--- config.mk ---
export PLATFORM = sky130hd
export DESIGN_NAME = sseg_scan
export DESIGN_NICKNAME = d
export VERILOG_FILES = /design/src/rtl/sseg_scan.sv
export SDC_FILE = /design/constraint.sdc
export NUM_CORES = 1
export LEC_CHECK = 0
export CORE_MARGIN = 5
export CORE_UTILIZATION = 31
export DETAILED_ROUTE_END_ITERATION = 8
export PLACE_DENSITY = 0.57
export REMOVE_ABC_BUFFERS = 1
export SETUP_SLACK_MARGIN = 0.02
export SYNTH_ARGS = -nofsm -noshare
export SYNTH_HDL_FRONTEND = slang
export SYNTH_SLANG_ARGS = --single-unit
--- constraint.sdc ---
create_clock -name clk -period 2.7 [get_ports clk]
set_input_delay 0.27 -clock clk [delete_from_list [all_inputs] [get_ports clk]]
set_output_delay 0.27 -clock clk [all_outputs]
set_load 0.02 [all_outputs]
--- src/rtl/sseg_scan.sv ---
// sseg_scan -- eight-digit multiplexed seven-segment display driver.
//
// Scans eight hex digits one at a time, each lit for SCAN_DIV clock cycles.
// The displayed value and decimal points are captured into shadow registers
// once per frame, at the end of digit 7, so a frame never mixes old and new
// data.
//
// Parameters:
//   SCAN_DIV  clock cycles each digit stays lit (2 .. 2**20)
// Ports:
//   clk      system clock, rising edge
//   rst      synchronous, active-high reset
//   data     32-bit hex value; nibble k drives digit k (digit 0 rightmost)
//   dp       decimal-point request; bit k lights the point of digit k
//   SSEG_CA  cathodes, active low, {dp,g,f,e,d,c,b,a}, registered
//   SSEG_AN  anodes, active low, bit k selects digit k, registered
// Build options:
//   SSEG_BLANK_EN  when defined, leading-zero digits (k >= 1) are blanked

module sseg_scan #(
  parameter int unsigned SCAN_DIV = 100000
) (
  input  logic        clk,
  input  logic        rst,
  input  logic [31:0] data,
  input  logic [7:0]  dp,
  output logic [7:0]  SSEG_CA,
  output logic [7:0]  SSEG_AN
);

  localparam int unsigned CNT_W = $clog2(SCAN_DIV);
  localparam logic [CNT_W-1:0] CNT_LAST = CNT_W'(SCAN_DIV - 1);

  logic [CNT_W-1:0] cnt;
  logic [2:0]       idx;
  logic [31:0]      sh_data;
  logic [7:0]       sh_dp;

  logic             tick;
  logic [3:0]       nib;
  logic [6:0]       seg;
  logic             blank;
  logic [7:0]       an_nxt;
  logic [7:0]       ca_nxt;

  always_comb begin
    tick = (cnt == CNT_LAST);
    nib  = sh_data[{idx, 2'b00} +: 4];

    case (nib)
      4'h0:    seg = 7'h40;
      4'h1:    seg = 7'h79;
      4'h2:    seg = 7'h24;
      4'h3:    seg = 7'h30;
      4'h4:    seg = 7'h19;
      4'h5:    seg = 7'h12;
      4'h6:    seg = 7'h02;
      4'h7:    seg = 7'h78;
      4'h8:    seg = 7'h00;
      4'h9:    seg = 7'h10;
      4'hA:    seg = 7'h08;
      4'hB:    seg = 7'h03;
      4'hC:    seg = 7'h46;
      4'hD:    seg = 7'h21;
      4'hE:    seg = 7'h06;
      default: seg = 7'h0E;
    endcase

    blank = 1'b0;
`ifdef SSEG_BLANK_EN
    // A digit is a leading zero when it and every more significant nibble
    // are zero; the dp request is deliberately ignored here.
    blank = (idx != 3'd0) && ((sh_data >> {idx, 2'b00}) == 32'd0);
`endif

    an_nxt = ~(8'b1 << idx);
    ca_nxt = {~sh_dp[idx], seg};
    if (blank) begin
      an_nxt = '1;
      ca_nxt = '1;
    end
  end

  always_ff @(posedge clk) begin
    if (rst) begin
      cnt     <= '0;
      idx     <= '0;
      sh_data <= '0;
      sh_dp   <= '0;
      SSEG_AN <= '1;
      SSEG_CA <= '1;
    end else begin
      SSEG_AN <= an_nxt;
      SSEG_CA <= ca_nxt;
      if (tick) begin
        cnt <= '0;
        idx <= idx + 3'd1;
        // Frame boundary: capture new display content as idx wraps to 0.
        if (idx == 3'd7) begin
          sh_data <= data;
          sh_dp   <= dp;
        end
      end else begin
        cnt <= cnt + CNT_W'(1);
      end
    end
  end

endmodule

==> impl_metrics.py, run 1 <==
metrics = {
    "route": {
        "first_pass_iters": 4,
        "vias_per_cell": 4.64,
        "ant_nets": 0,
        "vias": 2687,
        "drt_iter0_drc": 101,
        "wire_per_inst_um": 12.8,
        "routed_wl_mm": 7.40,
        "drc_errors": 0,
    },
    "logic_synthesis": {
        "yosys.area.top_type_share_pct": 45.3,
        "synthTopCellsByArea": "dfxtp_1 (45%), nand2_1 (11%), a21oi_1 (6.9%), ha_1 (4.8%), mux4_2 (4.7%)",
        "syn_inst": 377,
        "netlist_area_um2": 3360,
        "syn_avg_cell_area_um2": 8.90,
        "yosysSeqAreaShare_pct": 45.3,
        "ys_warn_count": 0,
        "ys_ff_latch": 76,
        "synth_top_area_cell": "dfxtp_1",
        "ys_types": 43,
    },
    "clock_network": {
        "clockBufferDepth": 2,
        "clock_sinks": 76,
        "path_clk_slew_ns": 0.08,
        "htree_levels": 3,
        "insertion_delay_ns": 0.34,
        "ctsResizeCount": 0,
        "cts_buffers": 9,
        "cts_tree": "built",
        "ctsRootBufferMaster": "clkbuf_8",
        "post_cts_buffers": 0,
        "holdBufCountCts": 0,
    },
    "global_routing": {
        "use_met3_pct": 2.96,
        "grt_use_met2_pct": 17.5,
        "grt_max_degree": 50,
        "grt_pass1_vias": 2556,
        "grt_use_met1_pct": 15.7,
        "grt_util_all_layers_pct": 11.6,
        "top_usage_layer": "met2",
        "grt_pass1_wl_mm": 12.1,
        "antenna_found_initial": 0,
        "overflow": 0,
    },
    "sta": {
        "tns_ns": 0,
        "drv_slew": 0,
        "hold_ws_ns": 0.324,
        "finalClockSkew_ns": 0.0100,
        "finalSetupViolCount": 0,
        "max_slew_margin_pct": 57.0,
        "fin_crit_sh_pct": 86.7,
        "clock.fmax_ghz": 0.427,
        "hold_viol_final": 0,
        "layout_min_cycle_time_ns": 2.34,
        "tightest_slew_ns": 0.643,
        "rsz0062_at_grt": "no",
    },
    "run_status": {
        "status": "finished, final reports clean",
    },
    "setup_path": {
        "cp-end-kind": "flop",
        "crit_path_start_kind": "flop",
        "crit_required_ns": 2.92,
        "reg2reg_from": "idx[1]",
        "reg2reg_depth": 10,
        "reg2reg_to": "SSEG_CA[5]",
        "criticalPathCategory": "reg2reg",
        "crit_fanout": 9,
        "rrSetupSlack_ns": 0.36,
        "crit_arrival_ns": 2.56,
    },
    "worst_hold_path": {
        "worstHoldPathType": "in2reg",
        "min_path_cells": 3,
        "hold_start": "rst",
        "min_to": "SSEG_AN[3]",
    },
    "finish": {
        "syn2layout_area_growth_pct": 26.2,
        "drive_above_1_share_pct": 8.43,
        "nFillCells": 1103,
        "final_cell_mix": "nand2_1 (102), dfxtp_1 (76), clkdlybuf4s50_1 (56)",
        "diodes": 0,
        "layout_commonest_cell": "nand2_1",
        "final_nets": 489,
    },
    "power": {
        "power_mw": 2.12,
        "power.leakage_nw": 1.52,
        "cellPowerDensity_nw_per_um2": 500,
        "ir_drop_mv": 0.176,
    },
    "placed_design": {
        "port_buffers": 57,
        "hpwl_mm": 5.41,
        "place_congestion": 0.778,
    },
    "die": {
        "design.core.area_um2": 10700,
        "rows": 38,
        "die_x_um": 114,
        "die_h_um": 114,
        "fp.dieArea_um2": 13000,
        "start_util_pct": 31.2,
        "ios": 58,
    },
    "job": {
        "cap_violations": 0,
    },
}
-- kinds of logic after synthesis --
| group | count (synthesis) | synth area share [%] |
|---|---|---|
| xor gates and xnor gates | 15 | 3.91 |
| adders and majority gates | 13 | 4.85 |
| muxes | 18 | 9.06 |
| and+or+nand+nor | 162 | 21.4 |
| AOI/OAI and AO/OA | 63 | 10.6 |
| DFF | 76 | 45.3 |
| buffers and inverters | 30 | 4.92 |
-- flip-flops by register name, summed over array words and instances, names as in the netlist --
signal   cells
SSEG_AN      8
SSEG_CA      8
cnt         17
idx          3
sh_data     32
sh_dp        8
-- worst max-delay path, stage by stage (launching register included) --
cell and delay [ns]:
dfxtp_1 0.51, buf_4 0.22, mux4_2 0.50, mux2i_1 0.15
buf_4 0.18, inv_1 0.07, ha_1 0.21, inv_1 0.08
nor2_1 0.06, a21oi_1 0.11, o221ai_1 0.12
-- cells in the mapped netlist --
library cell / number
nand2_1: 102
dfxtp_1: 76
a21oi_1: 46
nor2_1: 28
ha_1: 13
xnor2_1: 11
inv_1: 10
and3_1: 8
clkbuf_1: 7
mux4_2: 7
buf_2: 6
buf_6: 6
mux2i_1: 6
nand3_1: 4
nand4_1: 4
o21ai_0: 4
xor2_1: 4
a31oi_1: 3
nor2b_1: 3
o221ai_1: 3
and2_1: 2
and4_1: 2
nor4_1: 2
a2111oi_2: 1
a21boi_1: 1
a21o_1: 1
a22oi_1: 1
a2bb2oi_1: 1
clkinv_1: 1
mux2_1: 1
mux2_2: 1
mux2_4: 1
mux2i_4: 1
mux4_1: 1
nand2b_1: 1
nand3_2: 1
nand4bb_1: 1
nor3_1: 1
nor4_4: 1
nor4b_1: 1
o21ai_1: 1
o2bb2ai_1: 1
or4b_1: 1
-- metal layers --
metal  routed length [um]  part of all wire (%)
met1                 3570                    48
met2                 3320                    45
met4                  131                   1.8
met5                    0                     0
met3                  373                   5.0
-- stage by stage --
step	util, %	instances	worst slack, ns	instance area, um2
2_1_floorplan	-	358	0.225	3230
3_3_place_gp	37.5	563	0.412	4030
3_5_place_dp	37.5	563	0.341	4030
4_1_cts	39.4	579	0.329	4240
5_1_grt	39.4	579	0.142	4240
6_report	39.4	579	0.359	4240
-- layout make-up --
| cell class | instances | area, um2 | area share (%) |
|---|---|---|---|
| multi-input cells | 271 | 1670 | 39.4 |
| clock inverters | 5 | 60.1 | 1.42 |
| repair buffers | 65 | 626 | 14.8 |
| inverters | 11 | 41.3 | 0.975 |
| flip-flops and latches | 76 | 1520 | 35.9 |
| clock buffers | 11 | 141 | 3.34 |
| well taps | 140 | 175 | 4.14 |
-- where the power goes --
part	switching, mW	internal [mW]
clock	0.421	0.456
combinational	0.0412	0.0672
sequential	0.00397	1.13
-- worst max path at each step --
stage	start	end	slack, ns	depth (start not counted)
3_5_place_dp	idx[1]	SSEG_CA[5]	0.34	10
4_1_cts	idx[1]	SSEG_CA[5]	0.33	10
3_3_place_gp	idx[1]	SSEG_CA[5]	0.41	10
5_1_grt	idx[1]	SSEG_CA[5]	0.14	10
6_report	idx[1]	SSEG_CA[5]	0.36	10
2_1_floorplan	idx[1]	SSEG_CA[3]	0.22	7
Note: power is estimated with default switching activity, not from simulation.
==> run 2: changes to the inputs <==
- SKIP_CTS_REPAIR_TIMING: default -> 1
==> results of run 2 <==
Same layout as run 1: the final DEF is identical, and so are final timing and power.
==> run 3: changes to the inputs <==
- GPL_ROUTABILITY_DRIVEN: default -> 0
==> results of run 3 <==
Same layout as run 1: the final DEF is identical, and so are final timing and power.
